$ cat src/rtl/sign_mag_bcd_conv_if.sv
// Request/response bundle between a sign-magnitude producer and the BCD converter.
// The producer drives start/sm_in; the converter returns handshake status and digits.
interface sign_mag_bcd_conv_if #(
   parameter int N = 8
);
   logic         start;
   logic [N-1:0] sm_in;
   logic         ready;
   logic         done_tick;
   logic         neg;
   logic [3:0]   bcd2;
   logic [3:0]   bcd1;
   logic [3:0]   bcd0;

   modport master (
      output start, sm_in,
      input  ready, done_tick, neg, bcd2, bcd1, bcd0
   );

   modport slave (
      input  start, sm_in,
      output ready, done_tick, neg, bcd2, bcd1, bcd0
   );
endinterface

$ cat src/rtl/sign_mag_bcd_conv.sv
// Sign-magnitude to sign + 3-digit BCD converter.
// Uses sequential double dabble, one magnitude bit per clock.
module sign_mag_bcd_conv #(
   parameter int N = 8
) (
   input logic               clk,
   input logic               reset,
   sign_mag_bcd_conv_if.slave bus
);

   typedef enum logic [1:0] {IDLE, OP, DONE} state_t;

   state_t         state_q, state_d;
   logic [N-2:0]   mag_q;
   logic           sgn_q;
   logic           nz_q;
   logic [3:0]     d2_q, d1_q, d0_q;
   logic [3:0]     cnt_q;
   logic           neg_q;
   logic [3:0]     bcd2_q, bcd1_q, bcd0_q;

   logic [N+10:0]  sh;
   logic [3:0]     nd2, nd1, nd0;
   logic [N-2:0]   nmag;

   function automatic logic [3:0] add3(input logic [3:0] d);
      return (d >= 4'd5) ? d + 4'd3 : d;
   endfunction

   // Adjust every digit first so none exceeds 9 after the shift.
   always_comb begin
      sh   = {add3(d2_q), add3(d1_q), add3(d0_q), mag_q} << 1;
      nd2  = sh[N+10 -: 4];
      nd1  = sh[N+6  -: 4];
      nd0  = sh[N+2  -: 4];
      nmag = sh[N-2:0];
   end

   always_ff @(posedge clk) begin
      if (reset) state_q <= IDLE;
      else       state_q <= state_d;
   end

   always_comb begin
      state_d = state_q;
      case (state_q)
         IDLE:    if (bus.start) state_d = OP;
         OP:      if (cnt_q == 4'd1) state_d = DONE;
         DONE:    state_d = IDLE;
         default: state_d = IDLE;
      endcase
   end

   always_ff @(posedge clk) begin
      if (reset) begin
         mag_q  <= '0;
         sgn_q  <= 1'b0;
         nz_q   <= 1'b0;
         d2_q   <= '0;
         d1_q   <= '0;
         d0_q   <= '0;
         cnt_q  <= '0;
         neg_q  <= 1'b0;
         bcd2_q <= '0;
         bcd1_q <= '0;
         bcd0_q <= '0;
      end else begin
         case (state_q)
            IDLE: begin
               if (bus.start) begin
                  mag_q <= bus.sm_in[N-2:0];
                  sgn_q <= bus.sm_in[N-1];
                  nz_q  <= |bus.sm_in[N-2:0];
                  d2_q  <= '0;
                  d1_q  <= '0;
                  d0_q  <= '0;
                  cnt_q <= 4'(N-1);
               end
            end
            OP: begin
               d2_q  <= nd2;
               d1_q  <= nd1;
               d0_q  <= nd0;
               mag_q <= nmag;
               cnt_q <= cnt_q - 4'd1;
               // Final shift: publish digits; a zero magnitude never reports negative.
               if (cnt_q == 4'd1) begin
                  neg_q  <= sgn_q & nz_q;
                  bcd2_q <= nd2;
                  bcd1_q <= nd1;
                  bcd0_q <= nd0;
               end
            end
            default: ;
         endcase
      end
   end

   assign bus.ready     = (state_q == IDLE);
   assign bus.done_tick = (state_q == DONE);
   assign bus.neg       = neg_q;
   assign bus.bcd2      = bcd2_q;
   assign bus.bcd1      = bcd1_q;
   assign bus.bcd0      = bcd0_q;

endmodule

$ cat src/flat_wrapper.sv
// flat-port wrapper written by rule: the top's interface ports become plain ports
module sign_mag_bcd_conv_flat 
#(
   parameter int N = 8
)
  (clk, reset, bus_start, bus_sm_in, bus_ready, bus_done_tick, bus_neg, bus_bcd2, bus_bcd1, bus_bcd0);
  sign_mag_bcd_conv_if #(.N(N)) bus_i ();
  input logic clk;
  input logic reset;
  input wire logic [$bits(bus_i.start)-1:0] bus_start;
  input wire logic [$bits(bus_i.sm_in)-1:0] bus_sm_in;
  output wire logic [$bits(bus_i.ready)-1:0] bus_ready;
  output wire logic [$bits(bus_i.done_tick)-1:0] bus_done_tick;
  output wire logic [$bits(bus_i.neg)-1:0] bus_neg;
  output wire logic [$bits(bus_i.bcd2)-1:0] bus_bcd2;
  output wire logic [$bits(bus_i.bcd1)-1:0] bus_bcd1;
  output wire logic [$bits(bus_i.bcd0)-1:0] bus_bcd0;
  assign bus_i.start = bus_start;
  assign bus_i.sm_in = bus_sm_in;
  assign bus_ready = bus_i.ready;
  assign bus_done_tick = bus_i.done_tick;
  assign bus_neg = bus_i.neg;
  assign bus_bcd2 = bus_i.bcd2;
  assign bus_bcd1 = bus_i.bcd1;
  assign bus_bcd0 = bus_i.bcd0;
  sign_mag_bcd_conv #(.N(N)) u_core (.clk(clk), .reset(reset), .bus(bus_i));
endmodule
$ cat config.mk
export PLATFORM = sky130hd
export DESIGN_NAME = sign_mag_bcd_conv_flat
export DESIGN_NICKNAME = d
export VERILOG_FILES = /design/src/rtl/sign_mag_bcd_conv_if.sv /design/src/rtl/sign_mag_bcd_conv.sv /design/src/flat_wrapper.sv
export SDC_FILE = /design/constraint.sdc
export NUM_CORES = 1
export LEC_CHECK = 0
export ABC_AREA = 1
export BUFFER_PORTS_ARGS = -buffer_cell sky130_fd_sc_hd__buf_4
export CAP_MARGIN = 20
export CORE_ASPECT_RATIO = 0.6
export CORE_UTILIZATION = 51
export CTS_CLUSTER_SIZE = 12
export DETAILED_ROUTE_END_ITERATION = 12
export PLACE_DENSITY_LB_ADDON = 0.25
export SYNTH_ARGS = -nofsm -noshare
export SYNTH_HDL_FRONTEND = slang
export SYNTH_SLANG_ARGS = --single-unit
export TNS_END_PERCENT = 100
$ cat constraint.sdc
create_clock -name clk -period 1.36 [get_ports clk]
set_clock_uncertainty 0.1 [all_clocks]
set_input_delay 0.136 -clock clk [delete_from_list [all_inputs] [get_ports clk]]
set_output_delay 0.136 -clock clk [all_outputs]
set_load 0.03 [all_outputs]
==> summary.txt <==
Drt
  • Vias: 1819
  • DR WL/cell: 12.72 um
  • DRC Markers: 0
  • Drt pass-1 iters: 4
  • Vias per cell: 5.067
  • First DRT Iteration DRCs: 41
  • Final wirelength: 4.568 mm
  • Number of routed nets with antenna violations: 0

Power and ir drop
  • Worst vdd ir: 0.8224 mV
  • Sequential share of power: 47.8%
  • PD cells: 1069 nW/um^2
  • Cell-internal power: 0.001917 W
  • Clk network pwr share: 30.7%
  • LEAKAGE: 1.165 nW
  • Psw: 0.0007994 W
  • Comb pwr share: 21.5%
  • Switching part of the total: 29.43%

Worst setup path
  • Startpoint Class: register
  • Worst path top cell family by delay: flip-flops
  • Crit path DAT: 1.48 ns
  • Worst path slowest cell: dfxtp_2
  • Slowest Stage Delay on Critical Path: 0.33 ns
  • Critical Path End Type: register
  • Buf/Inv on CP: 3
  • CP Cell Sequence: inv_2 -> ha_4 -> nand3_4 -> nor2_4 -> buf_4 -> inv_4 -> a21oi_2 -> nor2_1
  • CP Class: register to register
  • CP max FO: 9
  • Worst EP required: 1.45 ns

Timing
  • Rel. slew slack: 81.17%
  • Fin. max-slew vios: 0
  • Hold violation count in the final report: 0
  • Fin worst setup slack: -0.02657 ns
  • Slew @ Worst Pin: 0.2821 ns
  • Min Tclk post-route: 1.387 ns
  • Fmax: 0.7212 GHz
  • Final setup vio count: 6
  • Setup TNS: -0.05186 ns
  • Final worst path period share: 102.0%
  • Hold WS: 0.001274 ns
  • RSZ-0062 raised after global routing: yes

Synth
  • Synth Cell Area: 1932 um^2
  • Ys Warns: 0
  • Predominant post-synthesis flop cell: dfxtp_1
  • Synth async-reset ratio: 0%
  • Mapped Nets: 286
  • Synth Register Bits: 40
  • Seq/Total Area, Yosys: 41.45%
  • Syn Area/Cell: 7.235 um^2
  • Synth cell types: 25
  • Post-synth EDFFs: 0
  • Gate Count Post-Synth: 267

Placement
  • Cells after DPL: 345
  • Dpl hpwl: 3.079 mm
  • GP Congestion: 0.8171
  • PortBufs: 25
  • Pre-CTS setup slack: -0.07837 ns

GRT
  • Gr usage total: 24.71%
  • First-pass GRT wire length: 7.465 mm
  • Vias in the first global route: 1719
  • Initial antenna violation count: 0
  • Largest net degree at the start of global routing: 19
  • Grt total ovfl: 0

Finish
  • Total Nets Final: 332
  • ANT cells: 0
  • P&R area growth vs syn: 31.54%
  • Fin util: 74.23%
  • Layout cells sized above 1: 35.99%
  • Finished Layout Cells: 359

Clock network
  • Htree depth: 2
  • CTS tree: yes
  • Root buf cell: clkbuf_8
  • Post-CTS Hold Fix Bufs: 0
  • Worst skew pair latency: 0.30 ns
  • Reg clk slew, reported paths: 0.08 ns
  • Maximum clock path buffer count: 2
  • Total clock sinks: 40
  • CTS Buf Count: 5

Run
  • MaxCap Viol Count: 0

Status
  • Failing checks: negative setup slack
  • Status: finished with violations

Floorplanning
  • Top Ports: 26
  • Row count: 16
  • Die X: 81.46 um
  • Die Ht: 49.68 um
  • Placeable Area: 3423 um^2
  • Die ar.: 4046 um^2
  • Initial Util: 56.43%

Hold path
  • Hold Crit Class: input pin to register
[registers in the layout (all words and copies together) (netlist names)]
register         cells
u_core.d2_q          4
u_core.mag_q         7
u_core.sgn_q         1
u_core.nz_q          1
u_core.cnt_q         4
u_core.d1_q          4
u_core.bus.bcd1      4
u_core.bus.neg       1
u_core.bus.bcd2      4
u_core.d0_q          4
u_core.state_q       2
u_core.bus.bcd0      4
[final cells by class]
class                           instances  area, um^2
Clock buffer                            6       82.58
Clock inverter                          2       15.01
Fill cell                             290       882.1
Inverter                               41       158.9
Multi-Input combinational cell        177        1015
Sequential cell                        40       814.5
Tap cell                               45       56.30
Timing Repair Buffer                   48       399.1
[what timing repair did]
item | CTS | global route
setup buffers | 3 | 2
resized for setup | 12 | 39
hold endpoints to repair | 0 | 0
pin swaps | 3 | 10
gates cloned | 1 | 0
endpoints found under the setup margin | 12 | 25
[cells by family (layout without fill, tap and decap cells)]
family,Yosys count,after routing,share of synthesized area (%)
adder cells (fa/ha/maj),8,8,5.182
flip-flops,40,40,41.45
AND/OR/NAND/NOR,119,119,25.97
buffers and inverters,50,97,11.33
AO/OA/AOI/OAI,48,48,15.09
XOR/XNOR,1,1,0.4535
multiplexers,1,1,0.5182
[worst paths after layout]
| path | start | end | slack (ns) | depth (start not counted) |
|---|---|---|---|---|
| setup / recovery | u_core.cnt_q[1] | u_core.bus.bcd2[2] | -0.03 | 8 |
| hold / removal | bus_sm_in[1] | u_core.nz_q | 0.001 | 3 |
| setup reg to reg | u_core.cnt_q[1] | u_core.bus.bcd2[2] | -0.03 | 8 |
| hold reg to reg | u_core.d2_q[1] | u_core.d2_q[1] | 0.36 | 2 |
[cell usage in the layout, fill, tap and decap left out, types with 4 or more instances in the layout]
cell,count
a211oi_2,6
a21oi_1,17
buf_4,43
clkbuf_8,6
dfxtp_1,29
dfxtp_2,11
ha_2,4
inv_1,31
inv_2,8
nand2_1,49
nand2_2,12
nand3_1,17
nor2_1,27
o21ai_0,17
[through the flow]
| step | area [um^2] | total power, W |
|---|---|---|
| final | 2541 | 0.002717 |
| after global routing | 2541 | 0.002839 |
| after CTS | 2442 | 0.002689 |
| after detailed placement | 2281 | 0.001825 |
| after global placement | 2281 | 0.001815 |
| after floorplan | 1937 | 0.001633 |
[power by group through the flow]
stage	combinational [W]	sequential [W]	clock (W)
floorplan	0.000299	0.00133	0
global placement	0.000502	0.00131	0
detailed placement	0.000510	0.00131	0
CTS	0.000551	0.00129	0.000846
global route	0.000639	0.00131	0.000894
finish	0.000583	0.00130	0.000834
[synth_stat cells (3+ instances only)]
master	number	area (um^2)
nand2_1	60	225.2
o21ai_0	20	100.1
inv_1	37	138.9
nand3_1	20	100.1
a21oi_1	19	95.09
buf_6	3	33.78
inv_2	4	15.01
buf_2	4	20.02
a211oi_2	6	75.07
dfxtp_1	40	800.8
nor2_1	30	112.6
ha_1	8	100.1
[worst min-delay path, stage by stage]
cell,delay [ns]
buf_4,0.09
nor3_2,0.03
a31oi_1,0.11
[routing by layer]
metal	vias up	part of all wire (%)	global-route usage [%]
met4	0	1.0	7.143
met5	-	0	0
met3	7	4.1	5.556
li1	936	-	-
met1	842	50	34.40
met2	34	45	37.92
Power figures use the tool's default switching activity.
